==> src/rtl/multi_spi_pkg.sv <==
// Shared lane-mode encodings and helpers for the multi-lane SPI word receiver.
package multi_spi_pkg;

    localparam logic [1:0] MODE_X1   = 2'b00;
    localparam logic [1:0] MODE_X2   = 2'b01;
    localparam logic [1:0] MODE_X4   = 2'b11;
    localparam logic [1:0] MODE_RSVD = 2'b10;

    // Bits consumed per accepted strobe; reserved mode consumes nothing.
    function automatic logic [2:0] mode_step(input logic [1:0] mode);
        case (mode)
            MODE_X1: mode_step = 3'd1;
            MODE_X2: mode_step = 3'd2;
            MODE_X4: mode_step = 3'd4;
            default: mode_step = 3'd0;
        endcase
    endfunction

endpackage

==> src/rtl/spi_word_fifo.sv <==
// Pointer-plus-count output FIFO holding completed receive words.
module spi_word_fifo #(
    parameter int unsigned REGSIZE = 8,
    parameter int unsigned DEPTH   = 4
) (
    input  logic               clk,
    input  logic               rst,
    input  logic               push,
    input  logic [REGSIZE-1:0] push_data,
    input  logic               pop,
    output logic [REGSIZE-1:0] head_data,
    output logic               empty,
    output logic               full
);

    localparam int unsigned AW = (DEPTH > 1) ? $clog2(DEPTH) : 1;
    localparam int unsigned CW = $clog2(DEPTH + 1);

    logic [REGSIZE-1:0] mem [DEPTH];
    logic [AW-1:0]      rd_ptr;
    logic [AW-1:0]      wr_ptr;
    logic [CW-1:0]      count;
    logic               do_pop;
    logic               do_push;

    assign empty     = (count == CW'(0));
    assign full      = (count == CW'(DEPTH));
    assign do_pop    = pop && !empty;
    // A full FIFO still takes a word when the head leaves in the same cycle.
    assign do_push   = push && (!full || do_pop);
    assign head_data = mem[rd_ptr];

    // Storage, pointers and occupancy; storage is cleared so the head reads 0 after reset.
    always_ff @(posedge clk) begin
        if (rst) begin
            for (int i = 0; i < int'(DEPTH); i++) begin
                mem[i] <= '0;
            end
            rd_ptr <= '0;
            wr_ptr <= '0;
            count  <= '0;
        end else begin
            if (do_push) begin
                mem[wr_ptr] <= push_data;
                wr_ptr      <= wr_ptr + AW'(1);
            end
            if (do_pop) begin
                rd_ptr <= rd_ptr + AW'(1);
            end
            case ({do_push, do_pop})
                2'b10:   count <= count + CW'(1);
                2'b01:   count <= count - CW'(1);
                default: count <= count;
            endcase
        end
    end

endmodule

==> src/rtl/multi_spi_word_rx.sv <==
// Assembles 1/2/4-lane SPI samples into REGSIZE-bit words and queues them for the consumer.
module multi_spi_word_rx
    import multi_spi_pkg::*;
#(
    parameter int unsigned REGSIZE = 8,
    parameter int unsigned DEPTH   = 4
) (
    input  logic               clk,
    input  logic               rst,
    input  logic               cs_n,
    input  logic               strobe,
    input  logic [3:0]         I,
    input  logic [1:0]         S,
    output logic [REGSIZE-1:0] out_data,
    output logic               out_valid,
    input  logic               out_ready,
    output logic               frame_abort,
    output logic               overflow,
    output logic               mode_err
);

    localparam int unsigned CW = $clog2(REGSIZE + 1);

    logic [1:0]         mode_q;
    logic [REGSIZE-1:0] shreg;
    logic [REGSIZE-1:0] shreg_nxt;
    logic [CW-1:0]      bitcnt;
    logic [CW-1:0]      bitcnt_nxt;
    logic               cs_n_q;
    logic               accept;
    logic               word_done;
    logic               pop;
    logic               fifo_empty;
    logic               fifo_full;

    assign accept     = strobe && !cs_n && (mode_q != MODE_RSVD);
    assign bitcnt_nxt = bitcnt + CW'(mode_step(mode_q));
    assign word_done  = accept && (bitcnt_nxt == CW'(REGSIZE));
    assign out_valid  = !fifo_empty;
    assign pop        = out_valid && out_ready;

    // Shift the sampled lanes in at the LSB end so the earliest bits land in the MSBs.
    always_comb begin
        shreg_nxt = shreg;
        case (mode_q)
            MODE_X1: shreg_nxt = {shreg[REGSIZE-2:0], I[0]};
            MODE_X2: shreg_nxt = {shreg[REGSIZE-3:0], I[1:0]};
            MODE_X4: shreg_nxt = {shreg[REGSIZE-5:0], I[3:0]};
            default: shreg_nxt = shreg;
        endcase
    end

    // Mode capture, bit accumulation, frame-end detection and sticky error flags.
    always_ff @(posedge clk) begin
        if (rst) begin
            mode_q      <= MODE_X1;
            shreg       <= '0;
            bitcnt      <= '0;
            cs_n_q      <= 1'b1;
            frame_abort <= 1'b0;
            overflow    <= 1'b0;
            mode_err    <= 1'b0;
        end else begin
            cs_n_q      <= cs_n;
            frame_abort <= 1'b0;
            if (cs_n) begin
                mode_q <= S;
                if (!cs_n_q) begin
                    frame_abort <= (bitcnt != CW'(0));
                    bitcnt      <= '0;
                    shreg       <= '0;
                end
            end else begin
                if (mode_q == MODE_RSVD) begin
                    mode_err <= 1'b1;
                end
                if (accept) begin
                    shreg  <= shreg_nxt;
                    bitcnt <= word_done ? CW'(0) : bitcnt_nxt;
                end
            end
            if (word_done && fifo_full && !pop) begin
                overflow <= 1'b1;
            end
        end
    end

    spi_word_fifo #(
        .REGSIZE(REGSIZE),
        .DEPTH  (DEPTH)
    ) u_fifo (
        .clk      (clk),
        .rst      (rst),
        .push     (word_done),
        .push_data(shreg_nxt),
        .pop      (pop),
        .head_data(out_data),
        .empty    (fifo_empty),
        .full     (fifo_full)
    );

endmodule

==> config.mk <==
export PLATFORM = sky130hd
export DESIGN_NAME = multi_spi_word_rx
export DESIGN_NICKNAME = d
export VERILOG_FILES = /design/src/rtl/multi_spi_pkg.sv /design/src/rtl/spi_word_fifo.sv /design/src/rtl/multi_spi_word_rx.sv
export SDC_FILE = /design/constraint.sdc
export NUM_CORES = 1
export LEC_CHECK = 0
export CAP_MARGIN = 10
export CORE_MARGIN = 2
export CORE_UTILIZATION = 60
export CTS_CLUSTER_DIAMETER = 120
export DETAILED_ROUTE_END_ITERATION = 12
export PLACE_DENSITY = 0.83
export SYNTH_ARGS = -nofsm -noshare
export SYNTH_HDL_FRONTEND = slang
export SYNTH_SLANG_ARGS = --single-unit
==> constraint.sdc <==
create_clock -name clk -period 9.65 [get_ports clk]
set_input_delay 1.93 -clock clk [delete_from_list [all_inputs] [get_ports clk]]
set_output_delay 1.93 -clock clk [all_outputs]
set_load 0.005 [all_outputs]
==> metrics.yaml, run 1 <==
outcome: "finished clean"
postSynthCellCount: 259
worstHoldPathCells: 2
yosysTopAreaCellShare_pct: 32.1
port_buffers: 22
max_freq_mhz: 220
crit_type: "primary input to flip-flop"
final-setup-viol-count: 0
fin_skew_ns: 0.00811
drt_wl_total_mm: 5.38
crit_start: "out_ready"
power.internal_uw: 396
combinationalPowerShare_pct: 7.3
async_flop_share_pct: 0
core_area_um2: 4750
dieArea_um2: 5570
vias: 1957
pwr-share-clk_pct: 39.6
final_cell_area_um2: 3400
p_per_area_nw_per_um2: 153
power.total_uw: 520
dp_hpwl_mm: 3.78
seq_power_share_pct: 53.1
post_synth_num_cell_types: 44
drt_iter0_markers: 132
syn_to_final_growth_pct: 13.5
synth_area_leaders: "edfxtp_1, dfxtp_1, mux4_2"
cp_max_fo: 38
clockRootBuffer: "clkbuf_8"
hold_viol: 0
post_dp_cell_area_um2: 3210
synth_seq_cells: 59
maxCapViolations: 0
ys_top_cells_by_count: "edfxtp_1, dfxtp_1, nor2_1, nor3_1, nor3_2"
multi_input_area_um2: 1360
regArea_um2: 1500
synth_fp_nets: 276
tightest_slew_ns: 0.858
rrSetupSlack_ns: 5.73
cts-buffers-inserted: 9
rsz0062_at_grt: "no"
cpMaxStageDelayCell: "nor4b_1"
drtAntennaViolNets: 0
yosysMostFrequentCell: "edfxtp_1"
min_to: "overflow$_SDFFE_PP0P_"
cts_hold_buf: 0
grt_pass1_wl_mm: 9.00
gp_congestion: 0.877
clock_sinks: 59
dieWidth_um: 74.6
hold_class: "flip-flop to flip-flop"
cts_resized: 0
relSlewSlack_pct: 42.7
switching_share_pct: 24.0
holdWs_ns: 0.457
peakVddDrop_v: 0.000128
remaining_drc_errors: 0
clkLatencyLatePin_ns: 0.33
worstPathArrival_ns: 4.82
slowest_delay_ns: 0.55
critical_path.cell_chain: "clkdlybuf4s50_1, nor4b_1, inv_1, nand4_1, buf_4, ha_1, inv_1, fa_1, xor2_1, or3_1, a21oi_1"
critPathBufInv: 4
dr.pass1.iters: 4
syn_area_um2: 2990
r2r_start: "mode_q[1]$_SDFFE_PP0P_"
initial_core_util_pct: 63.0
synth_warnings: 0
finalCriticalPeriod_ns: 4.55
track_usage_pct: 21.9
endpoint_kind: "flip-flop"
ios: 23
p_switching_uw: 125
grt_max_degree: 42
post-cts-setup-buffer-count: 0
cp-start-kind: "primary input"
slew_viol_final: 0
nets: 293
diodes: 0
final.period_utilization_pct: 47.2
clockBufferDepth: 2
num-fill-cells: 374
synth-main-ff-cell: "edfxtp_1"
critical-path-top-delay-family: "buffers and inverters"
rows: 25
antenna_found_initial: 0
ys_seq_area_share_pct: 50.1
htreeDepth: 3
fp.dieH_um: 74.6
p_leak_nw: 1.11
grt_overflow: 0
first_global_vias: 1859
wl_per_cell_um: 15.5
hp-start: "overflow$_SDFFE_PP0P_"
reg2reg_depth: 13
drive_gt1_share_pct: 19.9
worstReg2RegEnd: "u_fifo.count[2]$_SDFFE_PP0P_"
clkTransAtPathRegs_ns: 0.07
synth_edf_count: 32
critPathRequiredTime_ns: 9.92
synth_top_area_cell: "edfxtp_1"
vias_per_cell: 5.62
setup_tns_ns: 0
cts_tree: "built"
synth.avg_cell_area_um2: 11.6
cpMostUsedCell: "inv_1"
## sequential cells by signal (all words and copies together), names as in the netlist, named ones only
name           count
u_fifo.rd_ptr      2
bitcnt             4
u_fifo.mem        32
u_fifo.wr_ptr      2
u_fifo.count       3
mode_q             2
mode_err           1
frame_abort        1
shreg              8
cs_n_q             1
overflow           1
## stage by stage
| stage | worst slack, ns | util, % | cells |
|---|---|---|---|
| 2_1_floorplan | 5.64 | - | 259 |
| 3_3_place_gp | 4.80 | 67.6 | 332 |
| 3_5_place_dp | 4.72 | 67.6 | 332 |
| 4_1_cts | 5.09 | 71.5 | 348 |
| 5_1_grt | 4.87 | 71.5 | 348 |
| 6_report | 5.10 | 71.5 | 348 |
## cell type report
type / instances / share of cell area, %
Sequential cell: 59 / 44.2
Multi-Input combinational cell: 173 / 39.9
Timing Repair Buffer: 24 / 6.92
Clock buffer: 10 / 4.38
Tap cell: 67 / 2.47
Clock inverter: 6 / 1.14
Inverter: 9 / 0.994
## cell families after synthesis
group	Yosys count	share of synthesized area [%]
DFF	59	50.1
AOI/OAI and AO/OA	25	5.14
muxes	34	15.4
and+or+nand+nor	103	20.4
buffers and inverters	27	4.51
xor gates and xnor gates	5	1.46
adders and majority gates	6	3.01
## how the worst max path moves through the flow
stage,end,depth (start not counted)
global placement,u_fifo.count[2]$_SDFFE_PP0P_,11
CTS,u_fifo.count[2]$_SDFFE_PP0P_,11
global route,u_fifo.count[2]$_SDFFE_PP0P_,11
detailed placement,u_fifo.count[2]$_SDFFE_PP0P_,11
finish,u_fifo.count[2]$_SDFFE_PP0P_,11
floorplan,u_fifo.count[2]$_SDFFE_PP0P_,11
## worst min-delay path: stages (launching register included)
cell and delay (ns):
dfxtp_1 0.31, inv_1 0.05, a21oi_1 0.05
## power by group through the flow
stage	registers (mW)	clock network (mW)	logic [mW]
after floorplan	0.278	0	0.0284
after global placement	0.282	0	0.0370
after detailed placement	0.282	0	0.0380
after CTS	0.277	0.210	0.0380
after global routing	0.277	0.222	0.0415
final	0.277	0.206	0.0379
## layout by cell type, fill, tap and decap left out, drive strengths merged, types with 2 or more instances in the layout
| master | synthesis | routed |
|---|---|---|
| buf | 13 | 2 |
| a21oi | 9 | 9 |
| clkdlybuf4s50 | 0 | 22 |
| or3 | 5 | 5 |
| clkinv | 0 | 4 |
| nor2 | 25 | 25 |
| nand2 | 9 | 9 |
| xor2 | 4 | 4 |
| nor3 | 37 | 37 |
| o21bai | 4 | 4 |
| nand3 | 4 | 4 |
| fa | 2 | 2 |
| a31oi | 4 | 4 |
| nand4 | 3 | 3 |
| mux2 | 13 | 13 |
| o21ai | 4 | 4 |
| nor2b | 4 | 4 |
| edfxtp | 32 | 32 |
| dfxtp | 27 | 27 |
| clkbuf | 5 | 10 |
| clkinvlp | 0 | 2 |
| mux2i | 13 | 13 |
| ha | 4 | 4 |
| mux4 | 8 | 8 |
| nand2b | 8 | 8 |
| nor4b | 2 | 2 |
| inv | 9 | 9 |
## routing by layer
metal | vias up | track usage (%) | wire length (um) | share of wire [%]
li1 | 980 | - | - | -
met1 | 937 | 30.5 | 2520 | 47
met2 | 32 | 32.6 | 2620 | 49
met3 | 8 | 5.89 | 177 | 3.3
met4 | 0 | 9.52 | 61 | 1.1
met5 | - | 0 | 0 | 0
(Power assumes the default switching activity.)
==> run 2, diff against run 1 <==
- CORE_UTILIZATION: 60 -> 58
- PLACE_DENSITY: 0.83 -> 0.8
- clock period: 9.65 -> 4.6 ns (I/O delays scaled with it)
==> run 2 against run 1 <==
  * Sequential share of layout area rose by 0.11 points
  * Cell count rose by 1.4%
  * Hold slack got worse by 0.0098 ns
  * Sequential cell count did not move
  * Non-clock buffer count rose by 2
  * Largest power group unchanged
==> metrics.yaml, run 2 (synthesized netlist as in run 1, its figures left out) <==
grt_pass1_wl_mm: 9.43
maxCapViolations: 0
remaining_drc_errors: 0
track_usage_pct: 22.9
p_leak_nw: 1.11
rows: 26
clkTransAtPathRegs_ns: 0.07
num-fill-cells: 395
first_global_vias: 1947
seq_power_share_pct: 54.9
drtAntennaViolNets: 0
hold_class: "flip-flop to flip-flop"
rrSetupSlack_ns: 1.20
vias_per_cell: 5.58
dp_hpwl_mm: 4.07
drt_wl_total_mm: 5.67
clockRootBuffer: "clkbuf_8"
finalCriticalPeriod_ns: 3.40
dieArea_um2: 5750
hp-start: "overflow$_SDFFE_PP0P_"
final_cell_area_um2: 3390
drt_iter0_markers: 119
regArea_um2: 1500
reg2reg_depth: 7
switching_share_pct: 24.5
wl_per_cell_um: 16.1
pwr-share-clk_pct: 37.1
cts_hold_buf: 0
peakVddDrop_v: 0.000179
grt_overflow: 0
p_per_area_nw_per_um2: 310
outcome: "finished clean"
clockBufferDepth: 2
slew_viol_final: 0
gp_congestion: 0.797
top_regs: "u_fifo.mem x32, shreg x8, bitcnt x4"
fp.dieH_um: 75.9
grt_max_degree: 38
clock_sinks: 59
dieWidth_um: 75.9
worstHoldPathCells: 2
post_dp_cell_area_um2: 3230
clkLatencyLatePin_ns: 0.34
final.period_utilization_pct: 73.9
vias: 1970
cp-start-kind: "flip-flop"
drive_gt1_share_pct: 19.4
final_common_cell: "edfxtp_1"
cts_tree: "built"
critPathRequiredTime_ns: 4.57
worstReg2RegEnd: "u_fifo.mem[1][5]$_SDFFCE_PN0P_"
port_buffers: 22
cts-buffers-inserted: 9
cp_max_fo: 37
nets: 295
min_to: "overflow$_SDFFE_PP0P_"
largest_reg_flops: 32
tightest_slew_ns: 0.758
fin_ws_ns: 1.20
antenna_found_initial: 0
syn_to_final_growth_pct: 13.2
p_switching_uw: 257
max_freq_mhz: 294
cts_resized: 0
endpoint_kind: "flip-flop"
final-setup-viol-count: 0
relSlewSlack_pct: 48.9
top_register: "u_fifo.mem"
multi_input_area_um2: 1360
fin_skew_ns: 0.00957
core_area_um2: 5040
dr.pass1.iters: 7
post-cts-setup-buffer-count: 0
setup_tns_ns: 0
initial_core_util_pct: 59.4
pre_cts_ws_ns: 1.09
power.internal_uw: 795
combinationalPowerShare_pct: 8.0
rsz0062_at_grt: "no"
worstPathArrival_ns: 3.37
diodes: 0
hold_viol: 0
crit_start: "mode_q[0]$_SDFFE_PP0P_"
r2r_start: "mode_q[0]$_SDFFE_PP0P_"
crit_type: "flip-flop to flip-flop"
ios: 23
htreeDepth: 3
final_cell_mix: "edfxtp_1, dfxtp_1, nor2_1"
run 2: stage by stage:
stage	hold slack (ns)	cells	power (mW)	util (%)
5_1_grt	0.486	353	1.09	67.2
4_1_cts	0.451	353	1.06	67.2
3_5_place_dp	0.442	337	0.674	64.1
6_report	0.447	353	1.05	67.2
2_1_floorplan	0.442	259	0.642	-
3_3_place_gp	0.433	337	0.672	64.1
run 2: worst max-delay path, cell delays in order (launching register included):
cell and delay, ns:
dfxtp_1 0.72, nand2b_1 0.19, fa_1 0.44, xor2_1 0.27
nor4b_4 0.29, nand4_1 0.16, buf_4 0.30, o21bai_1 0.65
run 2: power by group through the flow:
| stage | Combinational (mW) | Clock [mW] | Sequential (mW) |
|---|---|---|---|
| 2_1_floorplan | 0.0596 | 0 | 0.583 |
| 3_3_place_gp | 0.0828 | 0 | 0.589 |
| 3_5_place_dp | 0.0847 | 0 | 0.589 |
| 4_1_cts | 0.0850 | 0.398 | 0.578 |
| 5_1_grt | 0.0932 | 0.417 | 0.579 |
| 6_report | 0.0846 | 0.390 | 0.578 |
run 2: layout make-up:
| class | instances | area share (%) |
|---|---|---|
| clock inverter | 6 | 0.959 |
| sequential | 59 | 44.3 |
| timing repair buffer | 26 | 7.38 |
| inverter | 9 | 0.996 |
| tap | 70 | 2.58 |
| multi-input combinational | 173 | 40.0 |
| clock buffer | 10 | 3.76 |
run 2: worst max path at each step:
stage	endpoint	slack (ns)
CTS	u_fifo.mem[1][5]$_SDFFCE_PN0P_	1.19
global route	u_fifo.mem[0][2]$_SDFFCE_PN0P_	0.93
detailed placement	u_fifo.mem[1][2]$_SDFFCE_PN0P_	1.09
finish	u_fifo.mem[1][5]$_SDFFCE_PN0P_	1.20
floorplan	u_fifo.count[2]$_SDFFE_PP0P_	1.29
global placement	u_fifo.mem[0][3]$_SDFFCE_PN0P_	1.17
run 2: layer usage:
| layer | wire, um | GRT usage (%) | vias up |
|---|---|---|---|
| li1 | - | - | 982 |
| met1 | 2590 | 28.9 | 944 |
| met2 | 2810 | 36.6 | 33 |
| met3 | 125 | 4.63 | 11 |
| met4 | 141 | 13.5 | 0 |
| met5 | 0 | 0 | - |
==> run 3, diff against run 2 <==
- CORE_UTILIZATION: 58 -> 52
- PLACE_DENSITY: 0.8 -> 0.76
- clock period: 4.6 -> 3.05 ns (I/O delays scaled with it)
==> run 3 against run 2 <==
  * Utilization fell by 3.7 points
  * Power is 54% higher
  * Final area is 3.8% higher
  * Non-clock buffer count rose by 7
  * Sequential power increased by 50%
  * Critical path depth grew 6
  * First-iteration DRC count decreased by 21%
  * Hold slack got worse by 0.0030 ns
==> metrics.yaml, run 3 (synthesized netlist as in run 1, its figures left out) <==
r2r_start: "mode_q[0]$_SDFFE_PP0P_"
slew_viol_final: 0
remaining_drc_errors: 0
rsz0062_at_grt: "no"
grt_max_degree: 39
grt_overflow: 0
nets: 302
finalCriticalPeriod_ns: 2.88
drt_wl_total_mm: 5.65
rows: 27
power.total_mw: 1.62
fin_skew_ns: 0.00578
clockRootBuffer: "clkbuf_8"
post_dp_cell_area_um2: 3340
critical_path.cell_chain: "nor2_2, ha_2, inv_2, fa_2, nand2b_1, nor4b_4, nand4_1, ha_4, inv_2, fa_2, xor2_1, or3_1, a21oi_1"
endpoint_kind: "flip-flop"
syn_to_final_growth_pct: 17.5
top_regs: "u_fifo.mem x32, shreg x8, bitcnt x4"
peakVddDrop_v: 0.000277
final_common_cell: "edfxtp_1"
reg2reg_depth: 13
slowest_delay_ns: 0.53
setup_tns_ns: 0
clkTransAtPathRegs_ns: 0.06
dp_hpwl_mm: 3.92
diodes: 0
endpoint: "u_fifo.count[2]$_SDFFE_PP0P_"
clkLatencyLatePin_ns: 0.33
top_register: "u_fifo.mem"
antenna_found_initial: 0
core_area_um2: 5540
final.period_utilization_pct: 94.5
dieArea_um2: 6380
final_cell_mix: "edfxtp_1, dfxtp_1, nor2_1"
clock_sinks: 59
hold_class: "flip-flop to flip-flop"
initial_core_util_pct: 54.0
maxCapViolations: 0
cpMaxStageDelayCell: "fa_2"
hp-start: "overflow$_SDFFE_PP0P_"
crit_type: "flip-flop to flip-flop"
crit_start: "mode_q[0]$_SDFFE_PP0P_"
relSlewSlack_pct: 56.1
drive_gt1_share_pct: 26.6
htreeDepth: 3
critPathRequiredTime_ns: 3.31
vias: 1992
first_global_vias: 1975
rrSetupSlack_ns: 0.17
worstPathArrival_ns: 3.14
worstReg2RegEnd: "u_fifo.count[2]$_SDFFE_PP0P_"
worstHoldPathCells: 2
dr.pass1.iters: 4
fp.dieH_um: 79.9
cp-start-kind: "flip-flop"
gp_congestion: 0.887
holdWs_ns: 0.444
cts_tree: "built"
ios: 23
final_cell_area_um2: 3520
drtAntennaViolNets: 0
hold_viol: 0
dieWidth_um: 79.9
p_per_area_nw_per_um2: 461
drt_iter0_markers: 94
cts-buffers-inserted: 9
p_leak_nw: 1.15
largest_reg_flops: 32
outcome: "finished clean"
clockBufferDepth: 2
post-cts-setup-buffer-count: 0
final-setup-viol-count: 0
tightest_slew_ns: 0.651
max_freq_mhz: 347
track_usage_pct: 19.7
vias_per_cell: 5.50
grt_pass1_wl_mm: 9.56
port_buffers: 22
wl_per_cell_um: 15.6
cp_max_fo: 7
==> run 3: report_power, final <==
group          total [mW]  internal [mW]  switching, mW  leakage (nW)
combinational       0.140         0.0635         0.0765         0.513
clock               0.616          0.312          0.304        0.0851
sequential          0.867          0.856         0.0110         0.549
total                1.62           1.23          0.391          1.15
==> run 3: metrics by stage <==
stage	utilization [%]	cells	setup WS, ns
global route	63.5	362	0.0324
global placement	60.3	346	0.145
finish	63.5	362	0.168
detailed placement	60.3	346	0.100
floorplan	-	259	-0.0475
CTS	63.4	362	0.164
==> run 3: repair_timing <==
item | in CTS | in global routing
gates resized for setup | 0 | 1
setup endpoints to repair | 0 | 1
hold buffers | 0 | 0
==> run 3: per-layer routing <==
layer / routed length, um / part of all wire (%) / global-route usage [%]
met5: 0 / 0 / 0
met1: 2520 / 45 / 25.4
met4: 108 / 1.9 / 8.64
met2: 2820 / 50 / 32.8
met3: 197 / 3.5 / 3.05
==> run 3: worst max-delay path: cells and delay by family (launching register included) <==
family / cells / cell delay (ns)
DFF: 1 / 0.38
buffers and inverters: 2 / 0.09
AOI/OAI and AO/OA: 1 / 0.13
and+or+nand+nor: 5 / 1.01
adders and majority gates: 4 / 1.13
xor gates and xnor gates: 1 / 0.07
==> run 3: area by class of cell <==
cell class | instances | area, um2
Clock inverter | 5 | 30.0
Inverter | 9 | 33.8
Clock buffer | 11 | 141
Tap cell | 72 | 90.1
Fill cell | 447 | 2020
Multi-Input combinational cell | 173 | 1420
Sequential cell | 59 | 1500
Timing Repair Buffer | 33 | 303
==> run 3: worst min path at each step <==
stage / end / slack, ns
after floorplan: overflow$_SDFFE_PP0P_ / 0.44
after CTS: overflow$_SDFFE_PP0P_ / 0.45
final: overflow$_SDFFE_PP0P_ / 0.44
after global placement: overflow$_SDFFE_PP0P_ / 0.44
after detailed placement: overflow$_SDFFE_PP0P_ / 0.44
after global routing: overflow$_SDFFE_PP0P_ / 0.48
